===== config.mk =====
export PLATFORM = sky130hd
export DESIGN_NAME = game_input_events
export DESIGN_NICKNAME = d
export VERILOG_FILES = /design/src/rtl/game_input_events.sv
export SDC_FILE = /design/constraint.sdc
export NUM_CORES = 1
export LEC_CHECK = 0
export CAP_MARGIN = 20
export CORE_MARGIN = 10
export CORE_UTILIZATION = 40
export CTS_CLUSTER_DIAMETER = 120
export DETAILED_ROUTE_END_ITERATION = 12
export PLACE_DENSITY = 0.58
export SYNTH_ARGS = -nofsm -noshare
export SYNTH_HDL_FRONTEND = slang
export SYNTH_SLANG_ARGS = --single-unit

===== constraint.sdc =====
create_clock -name clk -period 2.6 [get_ports clk]
set_clock_uncertainty 0.1 [all_clocks]
set_input_delay 0.52 -clock clk [delete_from_list [all_inputs] [get_ports clk]]
set_output_delay 0.52 -clock clk [all_outputs]
set_load 0.01 [all_outputs]

===== src/rtl/game_input_events.sv =====
// Button/timer event producer for the game FSM: debounced press strobes (M/S) and turn timeout (F).
// Optional auto-repeat of the move button is enabled by defining GAME_AUTO_REPEAT_EN.
module game_input_events #(
  parameter int unsigned CLK_HZ          = 50_000_000,
  parameter int unsigned DEBOUNCE_CYCLES = 500_000,
  parameter int unsigned TURN_SECONDS    = 15,
  parameter int unsigned REPEAT_CYCLES   = 12_500_000
) (
  input  logic       clk,
  input  logic       rst,
  input  logic       btn_move,
  input  logic       btn_select,
  input  logic       timer_run,
  input  logic       timer_clr,
  output logic       enable,
  output logic       M,
  output logic       S,
  output logic       F,
  output logic [4:0] turn_sec
);

  localparam int unsigned DbW = (DEBOUNCE_CYCLES > 1) ? $clog2(DEBOUNCE_CYCLES) : 1;
  localparam int unsigned PsW = (CLK_HZ > 1) ? $clog2(CLK_HZ) : 1;

  localparam logic [DbW-1:0] DbLast   = DbW'(DEBOUNCE_CYCLES - 1);
  localparam logic [PsW-1:0] PsLast   = PsW'(CLK_HZ - 1);
  localparam logic [4:0]     TurnInit = 5'(TURN_SECONDS);

  if (CLK_HZ < 1 || DEBOUNCE_CYCLES < 1 || REPEAT_CYCLES < 1 ||
      TURN_SECONDS < 1 || TURN_SECONDS > 31) begin : g_bad_cfg
    $error("game_input_events: illegal parameter value");
  end

  // Bit 0 is the move button, bit 1 the select button.
  logic [1:0]     btn_raw;
  logic [1:0]     sync1_q, sync2_q;
  logic [1:0]     acc_q, acc_d;
  logic [1:0]     acc_prev_q;
  logic [DbW-1:0] db_cnt_q [2];
  logic [DbW-1:0] db_cnt_d [2];
  logic [1:0]     press;
  logic           move_press, sel_press;

  logic [PsW-1:0] presc_q, presc_d;
  logic [4:0]     turn_q, turn_d;
  logic           tick, timeout;

  logic           rpt_fire;
  logic           enable_q, m_q, s_q, f_q;
  logic           m_d, s_d, f_d;

  assign btn_raw = {btn_select, btn_move};

  always_comb begin
    for (int b = 0; b < 2; b++) begin
      acc_d[b]    = acc_q[b];
      db_cnt_d[b] = '0;
      if (sync2_q[b] != acc_q[b]) begin
        if (db_cnt_q[b] == DbLast) begin
          acc_d[b] = ~acc_q[b];
        end else begin
          db_cnt_d[b] = db_cnt_q[b] + DbW'(1);
        end
      end
    end
  end

  // Releases are deliberately ignored: only a rising accepted state is an event.
  assign press      = acc_q & ~acc_prev_q;
  assign move_press = press[0];
  assign sel_press  = press[1];

  assign tick = timer_run && (presc_q == PsLast);

  always_comb begin
    presc_d = presc_q;
    if (timer_clr) begin
      presc_d = '0;
    end else if (timer_run) begin
      presc_d = tick ? '0 : presc_q + PsW'(1);
    end
  end

  // A select press starts a new turn but a coincident timeout is still reported.
  always_comb begin
    turn_d  = turn_q;
    timeout = 1'b0;
    if (timer_clr) begin
      turn_d = TurnInit;
    end else begin
      timeout = tick && (turn_q <= 5'd1);
      if (sel_press || timeout) begin
        turn_d = TurnInit;
      end else if (tick) begin
        turn_d = turn_q - 5'd1;
      end
    end
  end

`ifdef GAME_AUTO_REPEAT_EN
  localparam int unsigned RpW = (REPEAT_CYCLES > 1) ? $clog2(REPEAT_CYCLES) : 1;
  localparam logic [RpW-1:0] RpLast = RpW'(REPEAT_CYCLES - 1);

  logic [RpW-1:0] rpt_cnt_q, rpt_cnt_d;
  logic           move_held;

  // Held means accepted high on this and the previous cycle, so the press cycle itself is skipped.
  assign move_held = acc_q[0] & acc_prev_q[0];

  always_comb begin
    rpt_cnt_d = '0;
    rpt_fire  = 1'b0;
    if (move_held) begin
      if (rpt_cnt_q == RpLast) begin
        rpt_fire = 1'b1;
      end else begin
        rpt_cnt_d = rpt_cnt_q + RpW'(1);
      end
    end
  end

  always_ff @(posedge clk) begin
    if (!rst) begin
      rpt_cnt_q <= '0;
    end else begin
      rpt_cnt_q <= rpt_cnt_d;
    end
  end
`else
  assign rpt_fire = 1'b0;
`endif

  always_comb begin
    m_d = move_press | rpt_fire;
    s_d = sel_press;
    f_d = timeout;
  end

  always_ff @(posedge clk) begin
    if (!rst) begin
      sync1_q     <= '0;
      sync2_q     <= '0;
      acc_q       <= '0;
      acc_prev_q  <= '0;
      db_cnt_q[0] <= '0;
      db_cnt_q[1] <= '0;
      presc_q     <= '0;
      turn_q      <= TurnInit;
      enable_q    <= 1'b0;
      m_q         <= 1'b0;
      s_q         <= 1'b0;
      f_q         <= 1'b0;
    end else begin
      sync1_q     <= btn_raw;
      sync2_q     <= sync1_q;
      acc_q       <= acc_d;
      acc_prev_q  <= acc_q;
      db_cnt_q[0] <= db_cnt_d[0];
      db_cnt_q[1] <= db_cnt_d[1];
      presc_q     <= presc_d;
      turn_q      <= turn_d;
      enable_q    <= m_d | s_d | f_d;
      m_q         <= m_d;
      s_q         <= s_d;
      f_q         <= f_d;
    end
  end

  assign enable   = enable_q;
  assign M        = m_q;
  assign S        = s_q;
  assign F        = f_q;
  assign turn_sec = turn_q;

endmodule

==> flow_summary.yaml <==
status:
  status: "complete, no violations"
synth:
  yosysTopAreaCell: "dfxtp_1"
  synth_top_area_share_pct: 44.23
  netlist_area_um2: 3666
  ys_types: 43
  ys_seq_elements: 81
  avgSynthCellArea_um2: 8.667
  syn_inst: 423
  yosysWarnings: 0
  ys_seq_area_share_pct: 44.23
  synth.net_count: 434
  synthTopCellsByArea: "dfxtp_1 44%, xor2_1 4.8%, nor2_1 4.7%"
die:
  die_height_um: 115.7
  die_w_um: 115.7
  die-area_um2: 13390
  fp-row-count: 34
  io-pin-count: 15
  start_util_pct: 41.63
  coreArea_um2: 8806
sta:
  maxSlewViolCount: 0
  worst_slew_pin_slew_ns: 0.5026
  relSlewSlack_pct: 66.02
  rsz0062_at_grt: "no"
  fmax_mhz: 461.8
  period_minus_slack_ns: 2.165
  fin_tns_setup_ns: 0
  finalCritPeriodShare_pct: 83.28
  hold_viol: 0
  setup_violations: 0
routing:
  drc_errors: 0
  routed_via_density: 5.542
  drtIter0Drc: 151
  vias: 3076
  first_pass_iters: 4
  wl_mm: 7.657
  ant_nets: 0
  post_drt_wl_per_cell_um: 13.80
global_routing:
  grt_pass1_wl_mm: 13.30
  met3_usage_pct: 3.049
  grt_pass1_vias: 2943
  grt_overflow_total: 0
  grt_antenna_before_repair: 0
  grt_use_met2_pct: 18.38
  track_usage_pct: 12.03
  busiest_layer: "met2"
  global_route.usage.met1_pct: 15.83
  grt_max_degree: 20
clock_tree:
  cts_buffers: 9
  ctsHoldBuffers: 0
  cts_root_buf: "clkbuf_8"
  cts_sinks: 81
  post-cts-setup-buffers: 0
  cts.path.max_buffers: 2
  clk_latency_ns: 0.35
  h-tree-depth: 3
  cts_resized: 0
  cts_tree: "built"
  clk_pin_slew_ns: 0.07
hold_path:
  hold_depth: 1
  hold-path-endpoint: "M$_SDFF_PN0_"
  hp-start: "acc_prev_q[0]$_SDFF_PN0_"
  hold_class: "reg2reg"
setup_path:
  critPathKind: "reg2reg"
  endpoint_kind: "register"
  cp-start-kind: "register"
  reg2reg_depth: 5
  path_cells: "ha_1 > nand4_1 > nor3_1 > or4b_2 > a21oi_1"
  slowest_stage: "or4b_2"
  r2r_end: "db_cnt_q[0][16]$_SDFF_PP0_"
  r2r-start: "db_cnt_q[0][0]$_SDFF_PP0_"
  required_ns: 2.77
  cp_top_family: "simple AND/OR/NAND/NOR gates"
  crit_cells: 5
  crit_buf_inv: 0
  reg2reg_slack_ns: 0.43
  max_stage_delay_ns: 0.61
  cp_max_fo: 5
  cp.arrival_ns: 2.34
pwr:
  switchingPower_uw: 462.1
  power_frac_comb_pct: 1.9
  powerDensity_nw_per_um2: 547.8
  p_int_uw: 1826
  power_frac_seq_pct: 54.5
  p_sw_share_pct: 20.19
  p_leak_uw: 0.001302
  vdd_drop_max_mv: 0.2945
  clkPwrFrac_pct: 43.6
placed_design:
  dp.cells: 540
  gp_congestion: 0.8243
  place_hpwl_mm: 5.420
  port_buffers: 14
flow_run:
  maxCapViolCount: 0
final_layout:
  fillCellCount: 892
  area_delta_synth_final_pct: 13.96
  layout.cells.non_filler: 555
  drive_gt1_share_pct: 7.383
  diodes: 0
  fin_nets: 454
-- per-stage QoR --
step | util (%) | setup WS (ns) | total power [uW] | area [um^2] | hold slack, ns
after detailed placement | 45.06 | 0.1152 | 1321 | 3968 | 0.2988
after global routing | 47.44 | 0.2489 | 2367 | 4178 | 0.3227
after CTS | 47.44 | 0.4202 | 2315 | 4178 | 0.3091
after global placement | 45.06 | 0.1536 | 1321 | 3968 | 0.2973
final | 47.44 | 0.4346 | 2289 | 4178 | 0.3030
after floorplan | - | 0.6690 | 1297 | 3666 | 0.2789
-- layout make-up --
cell class / instances / area [um^2] / area share [%]
Multi-Input combinational cell: 310 / 1919 / 45.94
Clock inverter: 3 / 65.06 / 1.557
Tap cell: 108 / 135.1 / 3.235
Timing Repair Buffer: 24 / 227.7 / 5.451
Inverter: 17 / 63.81 / 1.527
Sequential cell: 81 / 1622 / 38.81
Clock buffer: 12 / 145.1 / 3.474
-- power by group through the flow --
stage | Combinational (uW) | Clock, uW | Sequential [uW]
floorplan | 21.3 | 0 | 1280
global placement | 44.6 | 0 | 1280
detailed placement | 44.7 | 0 | 1280
CTS | 44.9 | 1020 | 1250
global route | 49.8 | 1070 | 1250
finish | 44.4 | 997 | 1250
-- sequential cells by signal, indices dropped and copies added (netlist names) --
signal      count
S               1
turn_sec        5
db_cnt_q       38
acc_q           2
F               1
acc_prev_q      2
enable          1
presc_q        26
sync2_q         2
sync1_q         2
M               1
-- placed cells by master (no fill, tap or decap), types with 2 or more instances in the layout --
master,count
dfxtp_1,81
nor2_1,46
nand2_1,29
a21oi_1,28
nand4_1,20
xor2_1,20
inv_1,17
nand3_1,17
o21ai_0,16
xnor2_1,16
or3_1,14
clkdlybuf4s50_1,14
or4_1,13
o31ai_1,12
nor4_1,11
clkbuf_8,10
and4_1,9
buf_4,9
and2_1,7
and3_1,6
nor3_1,5
ha_1,5
nor4b_1,4
o21a_1,4
o41ai_1,4
or2_2,3
o21bai_1,2
nor2b_1,2
or4b_2,2
clkbuf_1,2
bufinv_16,2
-- synthesized netlist by cell type --
cell type   n
or3_1      14
clkbuf_1   11
nand2_1    29
or3b_2      1
a31oi_1     1
or4b_2      2
buf_2       4
o311ai_0    1
nor2_1     46
nand4_1    20
o31ai_1    12
nand3_2     1
or4_1      13
o41ai_1     4
ha_1        5
and4_2      1
a21oi_1    28
o21ai_0    16
dfxtp_1    81
and2_1      7
a211o_1     1
o311a_1     1
and3_1      6
nor3_1      5
nor4_1     11
and4_1      9
xnor2_1    16
inv_1      17
o211ai_1    1
nand3_1    17
o21ba_2     1
mux2i_1     1
nor4b_1     4
or2_2       3
o21bai_1    2
xor2_1     20
a311oi_1    1
o21a_1      4
a21o_1      1
nand2b_1    1
nor2b_1     2
o211ai_2    1
o311ai_1    1
-- metal layers --
layer / routed length [um] / vias up / part of all wire (%)
met5: 0 / - / 0
met4: 110 / 0 / 1.4
met3: 297 / 10 / 3.9
met2: 3240 / 45 / 42
met1: 4008 / 1444 / 52
li1: - / 1577 / -
-- worst max path at each step --
stage | start | to | slack, ns
4_1_cts | db_cnt_q[0][0]$_SDFF_PP0_ | db_cnt_q[0][16]$_SDFF_PP0_ | 0.42
2_1_floorplan | db_cnt_q[0][0]$_SDFF_PP0_ | db_cnt_q[0][10]$_SDFF_PP0_ | 0.67
5_1_grt | db_cnt_q[0][0]$_SDFF_PP0_ | db_cnt_q[0][16]$_SDFF_PP0_ | 0.25
3_5_place_dp | timer_run | presc_q[18]$_SDFFE_PP0P_ | 0.12
6_report | db_cnt_q[0][0]$_SDFF_PP0_ | db_cnt_q[0][16]$_SDFF_PP0_ | 0.43
3_3_place_gp | timer_run | presc_q[18]$_SDFFE_PP0P_ | 0.15
-- cell families after synthesis --
logic type / count (synthesis) / share of synthesized area [%]
mux: 1 / 0.2730
compound gates: 76 / 13.07
simple gates: 192 / 28.70
buf+inv: 32 / 3.413
fa+ha+maj: 5 / 1.706
xor+xnor: 36 / 8.601
flops: 81 / 44.23
-- worst reg2reg max path: cells and delay by family, from the launching register on --
kind | cells | cell delay, ns
and+or+nand+nor | 3 | 1.24
DFF | 1 | 0.38
adders and majority gates | 1 | 0.23
AOI/OAI and AO/OA | 1 | 0.16
Power figures use the tool's default switching activity.
